### src/rtl/uart_tx_periph_pkg.sv
// Shared register map, status/control bit positions and TX FSM encoding for the UART TX peripheral.
package uart_tx_periph_pkg;

    localparam logic [31:0] UART_BASE_ADDR = 32'hC000_0000;

    // Register index = bus_addr[3:2]
    localparam logic [1:0] UART_TXDATA = 2'd0;
    localparam logic [1:0] UART_STATUS = 2'd1;
    localparam logic [1:0] UART_BAUD   = 2'd2;
    localparam logic [1:0] UART_CTRL   = 2'd3;

    localparam int ST_BUSY_BIT     = 0;
    localparam int ST_FULL_BIT     = 1;
    localparam int ST_EMPTY_BIT    = 2;
    localparam int ST_OVF_BIT      = 3;
    localparam int ST_COUNT_LSB    = 8;
    localparam int CTRL_TX_EN_BIT  = 0;
    localparam int CTRL_IRQ_EN_BIT = 1;

    typedef enum logic [1:0] {
        TX_IDLE  = 2'd0,
        TX_START = 2'd1,
        TX_DATA  = 2'd2,
        TX_STOP  = 2'd3
    } tx_state_e;

    function automatic logic [31:0] status_word(input logic busy, input logic full,
                                                input logic empty, input logic ovf,
                                                input logic [23:0] count);
        return {count, 4'b0000, ovf, empty, full, busy};
    endfunction

endpackage

### src/rtl/uart_tx_periph_if.sv
// Core IO bus as seen by a memory-mapped peripheral: address/data/strobe in, registered read data out.
interface uart_tx_periph_if;
    logic [31:0] addr;
    logic [31:0] wdata;
    logic        we;
    logic [31:0] rdata;

    modport master (output addr, output wdata, output we, input rdata);
    modport slave  (input addr, input wdata, input we, output rdata);
endinterface

### src/rtl/uart_tx_periph_sync_fifo.sv
// Synchronous FIFO with fall-through read data; a push into a full FIFO is accepted when a pop frees a slot in the same cycle.
module uart_tx_periph_sync_fifo #(
    parameter int WIDTH = 8,
    parameter int AW    = 4
) (
    input  logic             clk,
    input  logic             rst,
    input  logic             push,
    input  logic [WIDTH-1:0] wdata,
    input  logic             pop,
    output logic [WIDTH-1:0] rdata,
    output logic             full,
    output logic             empty,
    output logic [AW:0]      count
);
    localparam int DEPTH = 2 ** AW;

    logic [WIDTH-1:0] mem [DEPTH];
    logic [AW-1:0]    wr_ptr, rd_ptr;
    logic             do_push, do_pop;

    assign full    = (count == (AW+1)'(DEPTH));
    assign empty   = (count == '0);
    assign rdata   = mem[rd_ptr];
    assign do_pop  = pop && !empty;
    assign do_push = push && (!full || do_pop);

    always_ff @(posedge clk) begin
        if (do_push) mem[wr_ptr] <= wdata;
    end

    always_ff @(posedge clk) begin
        if (rst) begin
            wr_ptr <= '0;
            rd_ptr <= '0;
            count  <= '0;
        end else begin
            if (do_push) wr_ptr <= wr_ptr + AW'(1);
            if (do_pop)  rd_ptr <= rd_ptr + AW'(1);
            case ({do_push, do_pop})
                2'b10:   count <= count + (AW+1)'(1);
                2'b01:   count <= count - (AW+1)'(1);
                default: count <= count;
            endcase
        end
    end
endmodule

### src/rtl/uart_tx_periph.sv
// Memory-mapped 8N1 UART transmitter with TX FIFO and programmable baud divider.
// Optional interrupt output when UART_IRQ_EN is defined.
module uart_tx_periph
    import uart_tx_periph_pkg::*;
#(
    parameter logic [31:0] BASE_ADDR   = UART_BASE_ADDR,
    parameter int          FIFO_AW     = 4,
    parameter logic [15:0] DEFAULT_DIV = 16'd867
) (
    input  logic              clk,
    input  logic              rst,
    uart_tx_periph_if.slave   bus,
    output logic              tx
`ifdef UART_IRQ_EN
    ,
    output logic              irq
`endif
);
    logic           sel, wr;
    logic [1:0]     reg_idx;
    logic [15:0]    baud_div;
    logic           ctrl_tx_en, ctrl_irq_rd, overflow;
    logic           fifo_push, fifo_pop, fifo_full, fifo_empty;
    logic [7:0]     fifo_rdata;
    logic [FIFO_AW:0] fifo_count;
    tx_state_e      state;
    logic [15:0]    div_cnt;
    logic [2:0]     bit_cnt;
    logic [7:0]     shift;
    logic           bit_done, start_frame;
    logic [31:0]    rd_word;
    logic           unused_bits;

    assign sel       = (bus.addr[31:4] == BASE_ADDR[31:4]);
    assign reg_idx   = bus.addr[3:2];
    assign wr        = sel && bus.we;
    assign fifo_push = wr && (reg_idx == UART_TXDATA);
    assign unused_bits = ^{bus.addr[1:0], bus.wdata[31:16]};

    uart_tx_periph_sync_fifo #(.WIDTH(8), .AW(FIFO_AW)) u_sync_fifo (
        .clk   (clk),
        .rst   (rst),
        .push  (fifo_push),
        .wdata (bus.wdata[7:0]),
        .pop   (fifo_pop),
        .rdata (fifo_rdata),
        .full  (fifo_full),
        .empty (fifo_empty),
        .count (fifo_count)
    );

    // A frame may begin from IDLE or straight out of a finished stop bit.
    assign bit_done    = (div_cnt == '0);
    assign start_frame = ctrl_tx_en && !fifo_empty &&
                         ((state == TX_IDLE) || ((state == TX_STOP) && bit_done));
    assign fifo_pop    = start_frame;

`ifdef UART_IRQ_EN
    logic ctrl_irq_en;
    assign ctrl_irq_rd = ctrl_irq_en;

    always_ff @(posedge clk) begin
        if (rst) irq <= 1'b0;
        else     irq <= ctrl_irq_en && fifo_empty && (state == TX_IDLE);
    end
`else
    assign ctrl_irq_rd = 1'b0;
`endif

    always_ff @(posedge clk) begin
        if (rst) begin
            baud_div   <= DEFAULT_DIV;
            ctrl_tx_en <= 1'b0;
`ifdef UART_IRQ_EN
            ctrl_irq_en <= 1'b0;
`endif
        end else if (wr) begin
            if (reg_idx == UART_BAUD) baud_div <= bus.wdata[15:0];
            if (reg_idx == UART_CTRL) begin
                ctrl_tx_en <= bus.wdata[CTRL_TX_EN_BIT];
`ifdef UART_IRQ_EN
                ctrl_irq_en <= bus.wdata[CTRL_IRQ_EN_BIT];
`endif
            end
        end
    end

    // Overflow only when the dropped byte found no slot, even after a same-cycle pop.
    always_ff @(posedge clk) begin
        if (rst)
            overflow <= 1'b0;
        else if (fifo_push && fifo_full && !fifo_pop)
            overflow <= 1'b1;
        else if (wr && (reg_idx == UART_STATUS) && bus.wdata[ST_OVF_BIT])
            overflow <= 1'b0;
    end

    always_ff @(posedge clk) begin
        if (rst) begin
            state   <= TX_IDLE;
            tx      <= 1'b1;
            div_cnt <= '0;
            bit_cnt <= '0;
            shift   <= '0;
        end else begin
            case (state)
                TX_IDLE: begin
                    if (start_frame) begin
                        state   <= TX_START;
                        tx      <= 1'b0;
                        shift   <= fifo_rdata;
                        div_cnt <= baud_div;
                    end
                end
                TX_START: begin
                    if (bit_done) begin
                        state   <= TX_DATA;
                        tx      <= shift[0];
                        shift   <= {1'b0, shift[7:1]};
                        bit_cnt <= '0;
                        div_cnt <= baud_div;
                    end else begin
                        div_cnt <= div_cnt - 16'd1;
                    end
                end
                TX_DATA: begin
                    if (bit_done) begin
                        div_cnt <= baud_div;
                        if (bit_cnt == 3'd7) begin
                            state <= TX_STOP;
                            tx    <= 1'b1;
                        end else begin
                            tx      <= shift[0];
                            shift   <= {1'b0, shift[7:1]};
                            bit_cnt <= bit_cnt + 3'd1;
                        end
                    end else begin
                        div_cnt <= div_cnt - 16'd1;
                    end
                end
                TX_STOP: begin
                    if (bit_done) begin
                        if (start_frame) begin
                            state   <= TX_START;
                            tx      <= 1'b0;
                            shift   <= fifo_rdata;
                            div_cnt <= baud_div;
                        end else begin
                            state <= TX_IDLE;
                        end
                    end else begin
                        div_cnt <= div_cnt - 16'd1;
                    end
                end
                default: begin
                    state <= TX_IDLE;
                    tx    <= 1'b1;
                end
            endcase
        end
    end

    always_comb begin
        rd_word = '0;
        case (reg_idx)
            UART_STATUS: rd_word = status_word(state != TX_IDLE, fifo_full, fifo_empty,
                                               overflow, 24'(fifo_count));
            UART_BAUD:   rd_word = {16'h0000, baud_div};
            UART_CTRL:   rd_word = {30'h0, ctrl_irq_rd, ctrl_tx_en};
            default:     rd_word = '0;
        endcase
    end

    always_ff @(posedge clk) begin
        if (rst) bus.rdata <= '0;
        else     bus.rdata <= sel ? rd_word : 32'h0;
    end
endmodule

### src/flat_wrapper.sv
// flat-port wrapper written by rule: the top's interface ports become plain ports
module uart_tx_periph_flat import uart_tx_periph_pkg::*;
#(
    parameter logic [31:0] BASE_ADDR   = UART_BASE_ADDR,
    parameter int          FIFO_AW     = 4,
    parameter logic [15:0] DEFAULT_DIV = 16'd867
)
  (clk, rst, tx, bus_addr, bus_wdata, bus_we, bus_rdata);
  uart_tx_periph_if bus_i ();
  input  logic clk;
  input  logic rst;
  output logic tx;
  input wire logic [$bits(bus_i.addr)-1:0] bus_addr;
  input wire logic [$bits(bus_i.wdata)-1:0] bus_wdata;
  input wire logic [$bits(bus_i.we)-1:0] bus_we;
  output wire logic [$bits(bus_i.rdata)-1:0] bus_rdata;
  assign bus_i.addr = bus_addr;
  assign bus_i.wdata = bus_wdata;
  assign bus_i.we = bus_we;
  assign bus_rdata = bus_i.rdata;
  uart_tx_periph #(.BASE_ADDR(BASE_ADDR), .FIFO_AW(FIFO_AW), .DEFAULT_DIV(DEFAULT_DIV)) u_core (.clk(clk), .rst(rst), .bus(bus_i), .tx(tx));
endmodule
### config.mk
export PLATFORM = sky130hd
export DESIGN_NAME = uart_tx_periph_flat
export DESIGN_NICKNAME = d
export VERILOG_FILES = /design/src/rtl/uart_tx_periph_pkg.sv /design/src/rtl/uart_tx_periph_if.sv /design/src/rtl/uart_tx_periph_sync_fifo.sv /design/src/rtl/uart_tx_periph.sv /design/src/flat_wrapper.sv
export SDC_FILE = /design/constraint.sdc
export NUM_CORES = 1
export LEC_CHECK = 0
export BUFFER_PORTS_ARGS = -buffer_cell sky130_fd_sc_hd__buf_4
export CORE_MARGIN = 2
export CORE_UTILIZATION = 35
export DETAILED_ROUTE_END_ITERATION = 10
export HOLD_SLACK_MARGIN = 0.06
export PLACE_DENSITY = 0.61
export SYNTH_ARGS = -nofsm -noshare
export SYNTH_HDL_FRONTEND = slang
export SYNTH_SLANG_ARGS = --single-unit
### constraint.sdc
create_clock -name clk -period 2.9 [get_ports clk]
set_input_delay 0 -clock clk [delete_from_list [all_inputs] [get_ports clk]]
set_output_delay 0 -clock clk [all_outputs]
set_load 0.1 [all_outputs]
==> flow_metrics.tcl <==
set metrics [dict create \
    fin_ws_ns 0.102 \
    preCtsSetupSlack_ns 0.0917 \
    core_area_mm2 0.0261 \
    yosysTopAreaCellShare_pct 41.0 \
    hold-path-cell-count 5 \
    wl_per_cell_um 18.2 \
    drtAntennaViolNets 0 \
    worstHoldEndpoint "u_core.bus.rdata[11]$_SDFF_PP0_" \
    fin_crit_sh_pct 96.5 \
    finish.utilization_pct 44.0 \
    finalInstanceArea_mm2 0.0115 \
    grt_antenna_before_repair 0 \
    ys.warnings.count 0 \
    drtPass1Iterations 5 \
    post_route_cells_drive_above_1_share_pct 22.3 \
    r2r-end "u_core.u_sync_fifo.mem[3][1]$_DFFE_PP_" \
    routed_wirelength_mm 22.6 \
    nFillCells 2413 \
    dp_hpwl_mm 14.9 \
    slew-limit-headroom_pct 50.4 \
    grt_pass1_vias 6485 \
    min-delay-path-class "primary input to flop" \
    leakagePower_nw 4.04 \
    clk_pin_slew_ns 0.06 \
    regArea_mm2 0.00547 \
    grt_pass1_wl_mm 35.9 \
    ys_seq_area_share_pct 58.3 \
    cts_root_buf "clkbuf_16" \
    synth-async-reset-ratio_pct 0 \
    vias 6527 \
    synth-seq-cells 209 \
    io_buffers 65 \
    setup_viol_count_final 0 \
    crit_type "flop to flop" \
    gp_routability_congestion 0.838 \
    die_y_um 168 \
    synth_area_leader_cell "edfxtp_1" \
    cts_tree "done" \
    r2r_slack_ns 0.10 \
    slew_violations 0 \
    pwr_density_cell_mw_per_mm2 605 \
    crit_required_ns 3.11 \
    finalHoldViolCount 0 \
    grt.total_usage_pct 16.1 \
    drc 0 \
    status "complete, no violations" \
    synth_edf_count 128 \
    grt_max_degree 66 \
    cts_made_buffers 23 \
    n_antenna_cell 0 \
    cap_violations 0 \
    drt_iter0_markers 478 \
    synthFlopType "edfxtp_1" \
    whs_ns 0.0973 \
    syn_inst 760 \
    area_growth_pct 22.8 \
    fin_skew_ns 0.0122 \
    start_util_pct 35.8 \
    die_x_um 168 \
    place_area_mm2 0.0104 \
    clock_latency_ns 0.51 \
    p_total_w 0.00695 \
    reg2reg_depth 8 \
    arrival_ns 3.01 \
    synth_most_common_cell "edfxtp_1" \
    fmax_ghz 0.357 \
    finalNetCount 971 \
    boundaryPins 100 \
    tightest_slew_ns 0.743 \
    syn_area_per_cell_um2 12.3 \
    overflow 0 \
    die_area_mm2 0.0281 \
    clk_path_buf_depth 3 \
    start_kind "flop" \
    timing.rr.start "u_core.state[0]$_SDFFE_PP0P_" \
    synthTopCellsByArea "edfxtp_1, dfxtp_1, mux2i_1" \
    rows 59 \
    clock-sinks 209 \
    min_from "bus_addr[22]" \
    ir_drop_uv 414 \
    ys_types 74 \
    period_needed_ns 2.80 \
    synth_commonest_cells "edfxtp_1, dfxtp_1, nor2_1" \
    crit_fanout 8 \
    crit_path_end_kind "flop" \
    synth_area_mm2 0.00937 \
    ctsHtreeMaxLevel 1 \
    multi_input_area_mm2 0.00362 \
    vias_per_cell 5.26 \
]
[where the power goes]
part           internal [W]  total (W)  switching [W]
Sequential          0.00319    0.00322      0.0000281
Clock               0.00174    0.00292        0.00118
Combinational      0.000282   0.000816       0.000534
[registers in the layout, summed over array words and instances, names as in the netlist, 3 cells and up, named ones only]
name / flops
u_core.u_sync_fifo.mem: 128
u_core.u_sync_fifo.rd_ptr: 4
u_core.bit_cnt: 3
u_core.u_sync_fifo.wr_ptr: 4
u_core.div_cnt: 16
u_core.shift: 8
u_core.u_sync_fifo.count: 5
u_core.baud_div: 16
u_core.bus.rdata: 16
[cell usage in the layout, fill, tap and decap left out, types with 5 or more instances in the layout]
| cell type | instances |
|---|---|
| conb_1 | 16 |
| nand4_1 | 5 |
| a21oi_1 | 24 |
| a22oi_1 | 24 |
| clkinv_1 | 5 |
| a211oi_1 | 10 |
| nor2b_1 | 11 |
| o21a_1 | 5 |
| a211o_1 | 6 |
| mux4_2 | 19 |
| xnor2_1 | 9 |
| mux2i_1 | 55 |
| a21o_1 | 5 |
| and2_1 | 9 |
| xor2_1 | 6 |
| clkbuf_16 | 24 |
| inv_1 | 14 |
| nor4_1 | 10 |
| edfxtp_1 | 128 |
| nand2_1 | 36 |
| ha_1 | 14 |
| o21ai_0 | 35 |
| nand3_1 | 13 |
| or4_1 | 5 |
| nor2_1 | 76 |
| dfxtp_1 | 80 |
| dlygate4sd3_1 | 29 |
| o211ai_1 | 14 |
| nor3_1 | 13 |
| buf_4 | 118 |
[stage by stage]
step,std cells,TNS (ns)
2_1_floorplan,775,0
3_3_place_gp,1169,0
3_5_place_dp,1169,0
4_1_cts,1239,0
5_1_grt,1240,-0.0877
6_report,1240,0
[final cells by class]
type | count | area share [%]
sequential | 209 | 47.5
multi-input combinational | 493 | 31.5
timing repair buffer | 147 | 10.2
clock buffer | 28 | 5.53
tap | 335 | 3.64
clock inverter | 13 | 1.07
inverter | 15 | 0.490
[worst max path at each step]
stage	endpoint	depth (start not counted)	start	slack, ns
after floorplan	u_core.u_sync_fifo.count[4]$_SDFFE_PP0P_	13	u_core.u_sync_fifo.count[1]$_SDFFE_PP0P_	0.02
after global placement	u_core.u_sync_fifo.count[4]$_SDFFE_PP0P_	11	u_core.state[0]$_SDFFE_PP0P_	0.15
after detailed placement	u_core.u_sync_fifo.count[4]$_SDFFE_PP0P_	11	u_core.state[0]$_SDFFE_PP0P_	0.09
after CTS	u_core.u_sync_fifo.mem[0][0]$_DFFE_PP_	9	u_core.state[0]$_SDFFE_PP0P_	0.07
after global routing	u_core.u_sync_fifo.mem[3][7]$_DFFE_PP_	8	u_core.state[0]$_SDFFE_PP0P_	-0.01
final	u_core.u_sync_fifo.mem[3][1]$_DFFE_PP_	8	u_core.state[0]$_SDFFE_PP0P_	0.10
[kinds of logic after synthesis]
group	Yosys count	share of synthesized area, %
xor gates and xnor gates	15	1.40
buffers and inverters	73	3.90
and+or+nand+nor	208	11.3
AOI/OAI and AO/OA	160	12.0
adders and majority gates	15	2.00
muxes	79	11.1
DFF	209	58.3
other	1	0.0400
[worst max-delay path, cell delays in order, from the launching register on]
cell and delay, ns:
dfxtp_1 0.37, ha_1 0.18, nor4bb_2 0.32, nand4_1 0.18
buf_4 0.20, a21oi_2 0.40, o211ai_1 0.33, nor3_1 0.27
buf_4 0.24
[routing by layer]
layer | routed length (um) | GRT usage, % | part of all wire (%) | vias up
li1 | - | - | - | 3102
met1 | 10300 | 22.4 | 46 | 3181
met2 | 10800 | 26.8 | 48 | 217
met3 | 1190 | 1.91 | 5.3 | 27
met4 | 355 | 3.93 | 1.6 | 0
met5 | 0 | 0 | 0 | -
[timing repair]
action	in CTS	in global routing
resized for setup	0	4
hold endpoints to repair	166	0
endpoints found under the setup margin	0	18
hold buffers	29	0
buffers inserted	0	1
No activity file was read; power rests on OpenSTA's default activity.
